## src/rtl/rf_pkg.sv

```systemverilog
// Shared definitions for the 8x8 dual-write register file and its write-back scheduler.
package rf_pkg;

    localparam int unsigned DWIDTH = 8;
    localparam int unsigned AWIDTH = 3;
    localparam int unsigned NREG   = 1 << AWIDTH;

    typedef struct packed {
        logic [AWIDTH-1:0] index;
        logic [DWIDTH-1:0] data;
    } wr_req_t;

    function automatic logic [NREG-1:0] reg_onehot(input logic [AWIDTH-1:0] idx);
        return NREG'(1) << idx;
    endfunction

endpackage

```

## src/rtl/wq_fifo.sv

```systemverilog
// In-order write queue with a two-entry peek (E0 = head, E1 = head+1) and a 0/1/2 pop.
module wq_fifo #(
    parameter int unsigned W     = 11,
    parameter int unsigned TW    = 3,
    parameter int unsigned DEPTH = 4
) (
    input  logic                     clk,
    input  logic                     rst_n,
    input  logic                     push,
    input  logic [W-1:0]             push_data,
    input  logic [1:0]               pop_cnt,
    output logic [W-1:0]             e0,
    output logic [W-1:0]             e1,
    output logic [$clog2(DEPTH):0]   count,
    output logic                     full,
    output logic [DEPTH-1:0]         valid,
    output logic [DEPTH*TW-1:0]      tags
);

    localparam int unsigned PW = $clog2(DEPTH);
    localparam int unsigned CW = PW + 1;

    logic [PW-1:0] wr_ptr_q, wr_ptr_d;
    logic [PW-1:0] rd_ptr_q, rd_ptr_d;
    logic [CW-1:0] count_q, count_d;
    logic [W-1:0]  mem_q [DEPTH];
    logic [W-1:0]  mem_d [DEPTH];

    always_comb begin
        mem_d    = mem_q;
        wr_ptr_d = wr_ptr_q;
        if (push) begin
            mem_d[wr_ptr_q] = push_data;
            wr_ptr_d        = wr_ptr_q + PW'(1);
        end
        rd_ptr_d = rd_ptr_q + PW'(pop_cnt);
        count_d  = count_q + CW'(push) - CW'(pop_cnt);
    end

    always_ff @(posedge clk) begin
        if (!rst_n) begin
            wr_ptr_q <= '0;
            rd_ptr_q <= '0;
            count_q  <= '0;
        end else begin
            wr_ptr_q <= wr_ptr_d;
            rd_ptr_q <= rd_ptr_d;
            count_q  <= count_d;
        end
    end

    // Storage is not reset; the valid vector qualifies every slot.
    always_ff @(posedge clk) begin
        mem_q <= mem_d;
    end

    always_comb begin
        logic [PW-1:0] off;
        off   = '0;
        valid = '0;
        tags  = '0;
        for (int i = 0; i < DEPTH; i++) begin
            off                 = PW'(i) - rd_ptr_q;
            valid[i]            = ({1'b0, off} < count_q);
            tags[i*TW +: TW]    = mem_q[i][W-1 -: TW];
        end
    end

    assign e0    = mem_q[rd_ptr_q];
    assign e1    = mem_q[rd_ptr_q + PW'(1)];
    assign count = count_q;
    assign full  = (count_q == CW'(DEPTH));

endmodule

```

## src/rtl/rf_write_scheduler.sv

```systemverilog
// Buffers single write requests and issues up to two per cycle onto the register file's
// A/B write ports, coalescing back-to-back writes to the same register.
module rf_write_scheduler #(
    parameter int unsigned DWIDTH = rf_pkg::DWIDTH,
    parameter int unsigned AWIDTH = rf_pkg::AWIDTH,
    parameter int unsigned DEPTH  = 4
) (
    input  logic                clk,
    input  logic                rst_n,
    input  logic                in_valid,
    output logic                in_ready,
    input  logic [AWIDTH-1:0]   in_index,
    input  logic [DWIDTH-1:0]   in_data,
    input  logic                issue_en,
    output logic                wen,
    output logic [AWIDTH-1:0]   a_index,
    output logic [DWIDTH-1:0]   a_data,
    output logic [AWIDTH-1:0]   b_index,
    output logic [DWIDTH-1:0]   b_data,
    output logic [(1<<AWIDTH)-1:0] pend_mask
);

    localparam int unsigned NREG = 1 << AWIDTH;
    localparam int unsigned W    = AWIDTH + DWIDTH;
    localparam int unsigned CW   = $clog2(DEPTH) + 1;

    logic                    push;
    logic [1:0]              pop_cnt;
    logic [W-1:0]            e0, e1;
    logic [CW-1:0]           count;
    logic                    full;
    logic [DEPTH-1:0]        valid;
    logic [DEPTH*AWIDTH-1:0] tags;

    logic [AWIDTH-1:0] e0_index, e1_index;
    logic [DWIDTH-1:0] e0_data, e1_data;

    // No push while in reset or full, even if a pop frees a slot this cycle.
    assign in_ready = rst_n && !full;
    assign push     = in_valid && in_ready;

    wq_fifo #(
        .W     (W),
        .TW    (AWIDTH),
        .DEPTH (DEPTH)
    ) u_wq_fifo (
        .clk       (clk),
        .rst_n     (rst_n),
        .push      (push),
        .push_data ({in_index, in_data}),
        .pop_cnt   (pop_cnt),
        .e0        (e0),
        .e1        (e1),
        .count     (count),
        .full      (full),
        .valid     (valid),
        .tags      (tags)
    );

    assign {e0_index, e0_data} = e0;
    assign {e1_index, e1_data} = e1;

    always_comb begin
        wen     = 1'b0;
        pop_cnt = 2'd0;
        a_index = e0_index;
        a_data  = e0_data;
        b_index = e1_index;
        b_data  = e1_data;
        if (issue_en && count != '0) begin
            wen = 1'b1;
            if (count == CW'(1)) begin
                b_index = e0_index;
                b_data  = e0_data;
                pop_cnt = 2'd1;
            end else if (e0_index == e1_index) begin
                // Younger value wins; the older write to the same register is dropped.
                a_index = e1_index;
                a_data  = e1_data;
                pop_cnt = 2'd2;
            end else begin
                pop_cnt = 2'd2;
            end
        end
    end

    always_comb begin
        pend_mask = '0;
        for (int i = 0; i < DEPTH; i++) begin
            if (valid[i]) begin
                pend_mask[tags[i*AWIDTH +: AWIDTH]] = 1'b1;
            end
        end
    end

    // Compile-time sanity on the queue geometry.
    if (DEPTH < 2 || (DEPTH & (DEPTH - 1)) != 0) begin : g_bad_depth
        $error("DEPTH must be a power of two and at least 2");
    end
    if (NREG != rf_pkg::NREG && AWIDTH == rf_pkg::AWIDTH) begin : g_bad_nreg
        $error("NREG disagrees with rf_pkg");
    end

endmodule

```

## config.mk

```make
export PLATFORM = sky130hd
export DESIGN_NAME = rf_write_scheduler
export DESIGN_NICKNAME = d
export VERILOG_FILES = /design/src/rtl/rf_pkg.sv /design/src/rtl/wq_fifo.sv /design/src/rtl/rf_write_scheduler.sv
export SDC_FILE = /design/constraint.sdc
export NUM_CORES = 1
export LEC_CHECK = 0
export ABC_AREA = 1
export BUFFER_PORTS_ARGS = -buffer_cell sky130_fd_sc_hd__buf_4
export CAP_MARGIN = 25
export CELL_PAD_IN_SITES_DETAIL_PLACEMENT = 0
export CELL_PAD_IN_SITES_GLOBAL_PLACEMENT = 2
export CORE_MARGIN = 2
export CORE_UTILIZATION = 36
export DETAILED_ROUTE_END_ITERATION = 8
export GPL_TIMING_DRIVEN = 1
export PLACE_DENSITY = 0.89
export RECOVER_POWER = 100
export SLEW_MARGIN = 20
export SYNTH_ARGS = -nofsm -noshare
export SYNTH_HDL_FRONTEND = slang
export SYNTH_SLANG_ARGS = --single-unit
```

## constraint.sdc

```tcl
create_clock -name clk -period 3.95 [get_ports clk]
set_input_delay 0 -clock clk [delete_from_list [all_inputs] [get_ports clk]]
set_output_delay 0 -clock clk [all_outputs]
set_load 0.01 [all_outputs]
```

Yosys cells after proc, flatten, opt, wreduce, memory -nomap -nowiden:

Index checks and enable logic that the tools add are counted.

* register bits after elaboration: 51
* bits in latches: 0
* bits in writable memories: 0
* bits in read-only memories: 0
* input bits: 15
* output and inout port bits: 32
* memories kept: 0

* add/subtract/negate cells: 9
* multiply operators: 0
* divide/modulo/power cells: 0
* order comparisons: 16
* equality and inequality tests: 3
* shift-type cells: 0
* multiplexer cells: 34
* bitwise gates (word level): 6
* reductions and logical operators: 10

Operator list (number)
* 2-to-1 mux 8 bit: 9
* 2-to-1 mux 11 bit: 5
* binary-select mux 11 bit (select 2 bit): 2
* bitwise mux 44 bit: 1
* bitwise OR 8 bit: 3
* demux 11 bit (select 2 bit): 1
* less-than comparator 3 x 4 -> 1 bit (second input constant): 4
* 2-to-1 mux 3 bit: 5
* demux 1 bit (select 3 bit): 4
* greater-or-equal comparator 3 x 1 -> 1 bit (second input constant): 4
* less-than comparator 2 x 3 -> 1 bit: 4
* greater-or-equal comparator 3 bit (second input constant): 3
* inverter 2 -> 3 bit: 3
* logical AND 1 bit: 8
* 2-to-1 mux 1 bit: 5
* adder 2 x 1 -> 2 bit (second input constant): 2
* 2-to-1 mux 2 bit: 2
* subtractor 1 x 2 -> 2 bit (first input constant): 2
* subtractor 2 bit (first input constant): 2
* adder 3 x 1 -> 3 bit: 1
* == test 3 x 1 -> 1 bit (second input constant): 1
* == test 3 bit: 1
* == test 3 bit (second input constant): 1
* less-than comparator 3 x 1 -> 1 bit (second input constant): 1
* 4 further kinds: 4

Longest topological paths before layout:

Gate-level depths: netlist of run 1.

* word-level depth: 11
* depth in mapped cells: 13
* gate-level depth less buffers: 11

Cells and area by module:

Synthesis of run 1 repeated with hierarchy kept, for this count alone.

* cell total of the unflattened synthesis: 428
* area, all modules: 3331.9 µm²

By module, submodules not included
* wq_fifo: times used 1, cells each 273, area each 2576.2 µm²
* rf_write_scheduler: times used 1, cells each 155, area each 755.7 µm²

Worst setup path before layout of run 1:

OpenSTA, ideal clock, no wires.

* kind: reg2reg
* start point: register u_wq_fifo.count_q[2] (netlist: u_wq_fifo.count[2])
* end point: register u_wq_fifo.count_q[2] (netlist: u_wq_fifo.count[2])
* data arrival time: 2.075 ns
* path slack: 1.806 ns
* cell stages (with the launch flop): 12
* path buffers: 2
* cell sequence: dfxtp_1 buf_2 nor3_1 inv_1 nor2_1 buf_2 ha_1 inv_1 ha_1 fa_1 or2_2 a21oi_1

* longest elaborated chain between the ends: 6
* elaborated cells on any way between the ends: 11
* classes of those cells: add/sub (2); eq/ne (2); mux (2); reduce/logical (5)

RTL lines
* from (decl): line wq_fifo.sv:25 `logic [CW-1:0] count_q, count_d;`
* from (signal assigned): line wq_fifo.sv:48 `count_q <= count_d;`
* == test 3 bit: line wq_fifo.sv:72 `assign full = (count_q == CW'(DEPTH));`
* zero test 1 bit: line rf_write_scheduler.sv:39 `assign in_ready = rst_n && !full;`
* logical AND 1 bit: line rf_write_scheduler.sv:39
* logical AND 1 bit: line rf_write_scheduler.sv:40 `assign push = in_valid && in_ready;`
* adder 3 x 1 -> 3 bit: line wq_fifo.sv:37 `count_d = count_q + CW'(push) - CW'(pop_cnt);`
* subtractor 3 x 2 -> 3 bit (*): line wq_fifo.sv:37

Every way passes the cells marked *; elsewhere a longest branch is shown, timed or not.
A chain may end at the register's enable or synchronous reset.

Worst setup path in the final report of run 1:

* start point: register u_wq_fifo.rd_ptr_q[0]
* end point: output port a_data[2]

* longest elaborated chain between the ends: 9
* elaborated cells on any way between the ends: 13
* classes of those cells: add/sub (1); eq/ne (1); mux (9); bitwise (2)

RTL lines
* from (decl): line wq_fifo.sv:24 `logic [PW-1:0] rd_ptr_q, rd_ptr_d;`
* from (signal assigned): line wq_fifo.sv:47 `rd_ptr_q <= rd_ptr_d;`
* adder 2 x 1 -> 2 bit: line wq_fifo.sv:70 `assign e1 = mem_q[rd_ptr_q + PW'(1)];`
* inverter 2 -> 3 bit (implied by the code): line wq_fifo.sv:70
* binary-select mux 11 bit (select 2 bit): line wq_fifo.sv:70
* 2-to-1 mux 11 bit (implied by the code) (2 in a row): line wq_fifo.sv:70
* == test 3 bit: line rf_write_scheduler.sv:76 `end else if (e0_index == e1_index) begin`
* 2-to-1 mux 8 bit: line rf_write_scheduler.sv:76
* 2-to-1 mux 8 bit: line rf_write_scheduler.sv:72 `if (count == CW'(1)) begin`
* 2-to-1 mux 8 bit (*): line rf_write_scheduler.sv:70 `if (issue_en && count != '0) begin`
* to (decl): line rf_write_scheduler.sv:17 `output logic [DWIDTH-1:0] a_data,`

Every way passes the cells marked *; elsewhere a longest branch is shown, timed or not. The select of a mux whose other input is x is not followed.

==> impl_metrics.tcl, run 1 <==
set metrics [dict create \
    antenna_cells 0 \
    grt_first_pass_wirelength_mm 13.7 \
    netlist_top_cells_area "edfxtp_1 40%, nand2_1 19%, inv_1 5.0%" \
    vias_per_cell 4.90 \
    cts_made_buffers 5 \
    final_hold_viol_count 0 \
    cp-end-kind "primary output" \
    grt_max_degree 22 \
    yosysWarnings 0 \
    antenna_found_initial 0 \
    num_vias 2941 \
    critPathRequiredTime_ns 3.95 \
    rsz0062_at_grt "false" \
    yosysSeqAreaShare_pct 43.8 \
    syn_area_per_cell_um2 7.69 \
    synth-compound-area-share_pct 7.24 \
    p_leak_nw 1.66 \
    place_inst 580 \
    grt_use_total_pct 17.6 \
    io_pins 47 \
    yosysTopAreaCell "edfxtp_1" \
    peakVddDrop_mv 0.319 \
    yosys-top-cells-count "170 x nand2_1, 44 x edfxtp_1, 44 x inv_1" \
    holdCritPathClass "in2reg" \
    crit_arrival_ns 3.06 \
    grt_pass1_vias 2734 \
    critical_path_class "reg2out" \
    cts_buffer_depth 2 \
    wl_per_cell_um 14.2 \
    fin_nets 516 \
    synth-edff-count 44 \
    synthAdderAreaFrac_pct 5.10 \
    final.period_utilization_pct 77.4 \
    synth_nets 462 \
    final_antenna_net_count 0 \
    critical_path_peak_fanout 21 \
    first_pass_iters 5 \
    cts_root_buffer "clkbuf_8" \
    synth.most_common_cell "nand2_1" \
    ys_seq_elements 51 \
    outcome "finished, final reports clean" \
    cts_resized 0 \
    worstMarginPinSlew_ns 0.983 \
    netlist_area_mm2 0.00334 \
    cts.sinks 51 \
    synth_top_area_share_pct 39.6 \
    synth_xor_area_share_pct 0.788 \
    async_flop_share_pct 0 \
    synth_top_family_by_area "simple AND/OR/NAND/NOR gates" \
    start_util_pct 36.6 \
    syn_to_final_growth_pct 13.7 \
    port_buffers 46 \
    fin_worst_skew_ns 0.00663 \
    path_clk_slew_ns 0.09 \
    grt_overflow_total 0 \
    drv_cap 0 \
    start_kind "flip-flop" \
    die-area_mm2 0.0101 \
    tns_ns 0 \
    ys_types 29 \
    coreArea_mm2 0.00911 \
    slew_headroom_pct 34.5 \
    final.setup.worst_slack_ns 0.893 \
    wl_mm 8.53 \
    fin_crit_ns 3.06 \
    die_x_um 100 \
    fp.dieH_um 100 \
    slew_violations 0 \
    drt_iter0_drc 143 \
    fmax_mhz 327 \
    synth_mux_area_share_pct 0 \
    setup_viol 0 \
    dp_slack_ns 1.62 \
    drc 0 \
    htree_levels 2 \
    n_fill_cell 956 \
    finalNonFillerCells 600 \
    place_congestion 0.887 \
    synthCells 434 \
    clock_latency_ns 0.30 \
    row_count 35 \
    layout-drive-gt1-share_pct 7.57 \
    powerDensity_mw_per_mm2 567 \
    synth-simple-area-share_pct 33.9 \
    cts_tree "yes" \
    dp_hpwl_mm 6.04 \
    ys.flop_type "edfxtp_1" \
]
[timing repair]
item                                   in CTS  in global routing
endpoints found under the hold margin      49                  0
buffers inserted                            0                  0
hold buffers                               12                  0
[report_power, final]
group	switching, mW	internal, mW	total [mW]
sequential	0.0403	0.629	0.669
clock	0.164	0.124	0.288
combinational	0.780	0.412	1.19
[path summary, 6_finish.rpt]
kind	endpoint	slack (ns)	start	cells past startpoint
worst max-delay path	a_data[2]	0.89	u_wq_fifo.rd_ptr_q[0]$_SDFF_PN0_	12
worst min-delay path	u_wq_fifo.wr_ptr_q[0]$_SDFFE_PN0P_	0.17	in_valid	3
worst max register to register	u_wq_fifo.count[2]$_SDFF_PN0_	1.06	u_wq_fifo.count[2]$_SDFF_PN0_	10
worst min register to register	u_wq_fifo.wr_ptr_q[1]$_SDFFE_PN0P_	0.54	u_wq_fifo.wr_ptr_q[1]$_SDFFE_PN0P_	2
[sequential cells by signal, summed over array words and instances (netlist names)]
signal,count
u_wq_fifo.count,3
u_wq_fifo.mem_q,32
u_wq_fifo.tags,12
u_wq_fifo.rd_ptr_q,2
u_wq_fifo.wr_ptr_q,2
[critical path: stages (launching register included)]
cell,delay (ns)
dfxtp_1,0.62
clkbuf_1,0.54
nor2_4,0.24
nand2_1,0.11
nand2_1,0.05
nor2_1,0.31
nand2_2,0.10
nand2_2,0.12
nor2_2,0.05
nand2_1,0.27
nand2_1,0.09
nand2_1,0.08
clkbuf_1,0.15
[per-stage QoR]
stage	util (%)	hold slack, ns	cell area, um2	power [mW]
5_1_grt	41.6	0.208	3790	2.34
2_1_floorplan	-	0.0935	3340	1.53
6_report	41.6	0.169	3790	2.15
3_5_place_dp	41.1	0.202	3750	1.98
4_1_cts	43.4	0.169	3950	2.28
3_3_place_gp	41.1	0.198	3750	1.98
[routing by layer]
layer	up-vias	GRT usage (%)	wire, um
met5	-	0	0
met4	0	5.80	87
met3	9	1.81	441
met2	83	30.3	4160
met1	1327	23.2	3850
li1	1522	-	-
[layout by cell type (no fill, tap or decap)]
cell type      instances
edfxtp_1              44
ha_1                  12
nand2_1              172
nand3_1               22
o211ai_1               2
inv_1                 44
a21oi_1                7
nor2_2                 2
dlygate4sd3_1         12
clkinv_2               1
xor2_1                 2
o21ai_0                5
fa_1                   1
clkinvlp_4             1
nand2_2                6
clkbuf_1              40
a22oi_1               14
inv_4                  2
or2_2                  1
buf_4                 14
nand3_2                2
xnor2_1                1
nor3_1                 1
dfxtp_1                7
nor2_1                43
nor2_4                 3
a31oi_1                7
clkbuf_8               5
o2111ai_1              2
nand4_1               14
[layout make-up]
class / instances / area, um2 / area share, %
Clock buffer: 6 / 72.6 / 1.91
Timing Repair Buffer: 65 / 372 / 9.80
Inverter: 46 / 178 / 4.68
Sequential cell: 51 / 1460 / 38.5
Clock inverter: 2 / 12.5 / 0.330
Multi-Input combinational cell: 319 / 1560 / 41.1
Tap cell: 111 / 139 / 3.66
[cell families (layout without fill, tap and decap cells)]
family	after synthesis	after routing
buf+inv	64	119
simple gates	266	266
compound gates	37	37
xor+xnor	3	3
fa+ha+maj	13	13
flops	51	51
Power figures use the tool's default switching activity.
==> inputs of run 2 (changes only) <==
CORE_UTILIZATION = 33   (was 36)
PLACE_DENSITY = 0.83   (was 0.89)
clock period = 2.9 ns   (was 3.95 ns; I/O delays follow)
==> impl_metrics.tcl, run 2 (synthesis gave the netlist of run 1 again) <==
set metrics [dict create \
    power.internal_mw 1.61 \
    slew_headroom_pct 43.6 \
    place_congestion 0.837 \
    first_pass_iters 4 \
    largest_reg_flops 32 \
    drc 0 \
    dp_slack_ns 0.684 \
    wl_mm 8.79 \
    route.met2.wl_mm 4.28 \
    fin_worst_skew_ns 0.00884 \
    dp_hpwl_mm 6.41 \
    slew_violations 0 \
    final.setup.worst_slack_ns 0.376 \
    grt_first_pass_wirelength_mm 14.4 \
    pwr-share-seq_pct 31.0 \
    crit_path_top_delay_cell "dfxtp_1" \
    wl_per_cell_um 14.1 \
    grt_use_total_pct 16.8 \
    fmax_mhz 396 \
    vias_per_cell 4.70 \
    holdCritPathClass "in2reg" \
    p_comb_share_pct 54.7 \
    row_count 36 \
    path_cells "buf_4 > nor2_4 > buf_4 > nand2_1 > nand2_1 > nor2_1 > nand2_1 > nand2_2 > nor2_2 > nand2_1 > nand2_1 > nand2_1 > clkbuf_1" \
    crit_arrival_ns 2.52 \
    critical_path_class "reg2out" \
    grt_overflow_total 0 \
    drv_cap 0 \
    multiInputGateArea_mm2 0.00156 \
    start_kind "flip-flop" \
    cts_root_buffer "clkbuf_8" \
    die_x_um 105 \
    critical_path_peak_fanout 18 \
    crit_top_cell "nand2_1" \
    wl_met1_mm 4.12 \
    syn_to_final_growth_pct 15.3 \
    p_leak_nw 1.69 \
    path_buf_inv 3 \
    power_switching_mw 1.38 \
    powerDensity_mw_per_mm2 775 \
    peakVddDrop_mv 0.299 \
    cts_tree "yes" \
    grt_max_degree 21 \
    final.period_utilization_pct 87.0 \
    clock_latency_ns 0.30 \
    path_clk_slew_ns 0.10 \
    fin_crit_ns 2.52 \
    worstMarginPinSlew_ns 0.846 \
    top_layer_used "met4" \
    cts.sinks 51 \
    coreArea_mm2 0.00977 \
    rsz0062_at_grt "false" \
    cts_made_buffers 5 \
    final_common_cell "nand2_1" \
    die-area_mm2 0.0109 \
    crit_family "simple AND/OR/NAND/NOR gates" \
    regMostFlops "u_wq_fifo.mem_q" \
    grt_pass1_vias 2878 \
    io_pins 47 \
    start_util_pct 34.1 \
    htree_levels 2 \
    n_fill_cell 1048 \
    post_cts_buffers 0 \
    tns_ns 0 \
    fin_nets 517 \
    crit_path_max_incr_delay_ns 0.53 \
    regToRegSetupSlack_ns 0.56 \
    cp-end-kind "primary output" \
    setup_viol 0 \
    final_antenna_net_count 0 \
    port_buffers 46 \
    p_clk_share_pct 14.3 \
    num_vias 2927 \
    antenna_found_initial 0 \
    drt_iter0_drc 190 \
    layout-drive-gt1-share_pct 8.37 \
    fp.dieH_um 105 \
    final_cell_mix "172 x nand2_1, 44 x inv_1, 44 x edfxtp_1" \
    cts_buffer_depth 2 \
    critPathRequiredTime_ns 2.90 \
    regArea_mm2 0.00146 \
    outcome "finished, final reports clean" \
    antenna_cells 0 \
    swShare_pct 46.1 \
    dr_wl_met3_um 261 \
    final_hold_viol_count 0 \
]
## run 2: metal layers
layer / track usage, % / up-vias
li1: - / 1523
met1: 22.2 / 1332
met2: 28.9 / 62
met3: 1.87 / 10
met4: 4.73 / 0
met5: 0 / -
## run 2: stage by stage
stage	cell area, um2	total power [mW]	hold slack [ns]	util [%]	instances
after floorplan	3340	2.08	0.0935	-	434
after global placement	3780	2.71	0.197	38.7	603
after detailed placement	3780	2.72	0.202	38.7	603
after CTS	4000	3.16	0.146	40.9	623
after global routing	3850	3.27	0.203	39.4	623
final	3850	2.98	0.147	39.4	623
## run 2: power groups by stage
stage               Sequential [mW]  Combinational, mW  Clock [mW]
CTS                           0.923               1.80       0.439
global route                  0.934               1.86       0.475
global placement              0.936               1.77           0
floorplan                     0.896               1.19           0
finish                        0.924               1.63       0.425
detailed placement            0.940               1.78           0
## run 2: cell type report
cell class | instances | share of cell area, %
repair buffers | 66 | 10.0
flip-flops and latches | 51 | 38.0
clock inverters | 3 | 0.748
clock buffers | 5 | 1.79
well taps | 133 | 4.33
inverters | 46 | 4.62
multi-input cells | 319 | 40.5
## run 2: path summary, 6_finish.rpt
path	start	to	depth (start not counted)
setup / recovery	u_wq_fifo.rd_ptr_q[0]$_SDFF_PN0_	a_data[5]	13
hold / removal	in_valid	u_wq_fifo.wr_ptr_q[1]$_SDFFE_PN0P_	3
setup reg to reg	u_wq_fifo.count[1]$_SDFF_PN0_	u_wq_fifo.mem_q[13]$_DFFE_PP_	5
hold reg to reg	u_wq_fifo.wr_ptr_q[1]$_SDFFE_PN0P_	u_wq_fifo.wr_ptr_q[1]$_SDFFE_PN0P_	2
## run 2: timing repair
item                      CTS  global route
resized for setup           0             0
hold buffers               12             0
hold endpoints to repair   49             0
## run 2: worst register-to-register path, delay by kind of cell, from the launching register on
kind | cells | cell delay (ns)
buffers and inverters | 2 | 0.68
flip-flops | 1 | 0.37
AO/OA/AOI/OAI | 1 | 0.33
AND/OR/NAND/NOR | 2 | 0.60
==> inputs of run 3 (changes only) <==
PLACE_DENSITY = default   (was 0.83)
PLACE_DENSITY_LB_ADDON = 0.2   (was default)
==> impl_metrics.tcl, run 3 (synthesis gave the netlist of run 1 again) <==
set metrics [dict create \
    fp.dieH_um 105 \
    wl_mm 8.71 \
    multiInputGateArea_mm2 0.00156 \
    fin_crit_ns 2.46 \
    holdCritPathClass "in2reg" \
    cp-end-kind "primary output" \
    grt_use_total_pct 16.7 \
    slew_violations 0 \
    worstMarginPinSlew_ns 0.830 \
    p_leak_nw 1.70 \
    cts_made_buffers 5 \
    grt_first_pass_wirelength_mm 14.3 \
    p_comb_share_pct 54.3 \
    io_pins 47 \
    swShare_pct 44.0 \
    regMostFlops "u_wq_fifo.mem_q" \
    holdPathStages 3 \
    die_x_um 105 \
    path_clk_slew_ns 0.08 \
    power.internal_mw 1.70 \
    first_pass_iters 5 \
    antenna_found_initial 0 \
    post_cts_buffers 0 \
    syn_to_final_growth_pct 15.9 \
    crit-reg2reg-capture "u_wq_fifo.mem_q[18]$_DFFE_PP_" \
    antenna_cells 0 \
    reg2regPathDepth 5 \
    vias_per_cell 4.70 \
    final_antenna_net_count 0 \
    cts_buffer_depth 2 \
    crit_arrival_ns 2.46 \
    place_congestion 0.843 \
    final_hold_viol_count 0 \
    final_common_cell "nand2_1" \
    power_switching_mw 1.34 \
    tns_ns 0 \
    port_buffers 46 \
    clock_latency_ns 0.30 \
    grt_pass1_vias 2852 \
    holdCritStartpoint "in_valid" \
    fmax_mhz 406 \
    outcome "finished, final reports clean" \
    die-area_mm2 0.0109 \
    regArea_mm2 0.00146 \
    drv_cap 0 \
    slew_headroom_pct 44.6 \
    worstReg2RegStart "u_wq_fifo.count[1]$_SDFF_PN0_" \
    coreArea_mm2 0.00977 \
    cts_tree "yes" \
    start_util_pct 34.1 \
    pwr-share-seq_pct 30.3 \
    largest_reg_flops 32 \
    critPathRequiredTime_ns 2.90 \
    regToRegSetupSlack_ns 0.64 \
    fin_worst_skew_ns 0.00736 \
    place_inst 603 \
    layout-drive-gt1-share_pct 8.57 \
    cts_resized 0 \
    final_cell_mix "171 x nand2_1, 44 x inv_1, 44 x nor2_1, 44 x edfxtp_1, 36 x clkbuf_1" \
    critical_path_class "reg2out" \
    drt_iter0_drc 134 \
    rsz0062_at_grt "false" \
    num_vias 2929 \
    final.setup.worst_slack_ns 0.439 \
    grt_overflow_total 0 \
    setup_viol 0 \
    n_fill_cell 1030 \
    wl_per_cell_um 14.0 \
    htree_levels 2 \
    drc 0 \
    p_clk_share_pct 15.4 \
    start_kind "flip-flop" \
    dp_slack_ns 0.660 \
    powerDensity_mw_per_mm2 786 \
    dp_hpwl_mm 6.36 \
    cts.sinks 51 \
    holdPathEnd "u_wq_fifo.wr_ptr_q[0]$_SDFFE_PN0P_" \
    row_count 36 \
    whs_ns 0.152 \
    grt_max_degree 21 \
    final.period_utilization_pct 84.9 \
    cts_root_buffer "clkbuf_8" \
    finalNonFillerCells 623 \
    critical_path_peak_fanout 20 \
    peakVddDrop_mv 0.325 \
    fin_nets 517 \
]
[run 3: cell types whose count changed in the layout (fill, tap and decap cells not counted)]
cell,previous run,this run
buf_4,17,20
bufinv_16,0,1
clkbuf_1,37,36
clkinv_4,2,0
inv_8,1,0
nand2_1,172,171
nand2_2,6,7
nor2_1,43,44
nor2_2,2,1
[run 3: how the worst max path moves through the flow]
stage,depth (start not counted),to,from
3_5_place_dp,9,u_wq_fifo.count[2]$_SDFF_PN0_,u_wq_fifo.count[2]$_SDFF_PN0_
6_report,12,a_data[1],u_wq_fifo.rd_ptr_q[0]$_SDFF_PN0_
3_3_place_gp,9,u_wq_fifo.count[2]$_SDFF_PN0_,u_wq_fifo.count[2]$_SDFF_PN0_
4_1_cts,10,pend_mask[2],u_wq_fifo.rd_ptr_q[0]$_SDFF_PN0_
5_1_grt,12,a_data[7],u_wq_fifo.rd_ptr_q[0]$_SDFF_PN0_
2_1_floorplan,11,u_wq_fifo.count[2]$_SDFF_PN0_,u_wq_fifo.count[2]$_SDFF_PN0_
[run 3: area by class of cell]
| class | count | area share [%] |
|---|---|---|
| clock inverter | 1 | 0.776 |
| inverter | 46 | 4.59 |
| multi-input combinational | 319 | 40.3 |
| sequential | 51 | 37.8 |
| timing repair buffer | 66 | 10.3 |
| tap | 133 | 4.30 |
| clock buffer | 7 | 1.97 |
[run 3: power by group through the flow]
stage	logic [mW]	registers, mW	clock network (mW)
3_3_place_gp	1.79	0.937	0
3_5_place_dp	1.79	0.938	0
6_report	1.65	0.921	0.468
4_1_cts	1.81	0.921	0.480
5_1_grt	1.89	0.930	0.517
2_1_floorplan	1.19	0.896	0
[run 3: per-layer routing]
layer	global-route usage, %	vias to the layer above	share of wire (%)
li1	-	1525	-
met1	21.2	1338	45
met2	29.6	56	51
met3	2.12	10	3.4
met4	4.73	0	1.2
met5	0	-	0
[run 3: worst max-delay path, stage by stage (launching register included)]
cell     delay (ns)
dfxtp_1        0.49
buf_4          0.31
nor2_4         0.10
nand2_1        0.07
nand2_1        0.05
nor2_1         0.35
nand2_2        0.10
nand2_1        0.16
nor2_1         0.08
nand2_2        0.18
nand2_1        0.07
nand2_1        0.08
buf_4          0.12
[run 3: timing repair]
item | 4_1_cts | 5_1_grt
setup endpoints to repair | 0 | 0
hold endpoints to repair | 49 | 0
hold buffers | 12 | 0
[run 3: per-stage QoR]
| step | area, um2 | utilization [%] | power, mW |
|---|---|---|---|
| after floorplan | 3340 | - | 2.08 |
| after global placement | 3780 | 38.7 | 2.73 |
| after detailed placement | 3780 | 38.7 | 2.72 |
| after CTS | 4010 | 41.0 | 3.21 |
| after global routing | 3870 | 39.6 | 3.34 |
| final | 3870 | 39.6 | 3.04 |
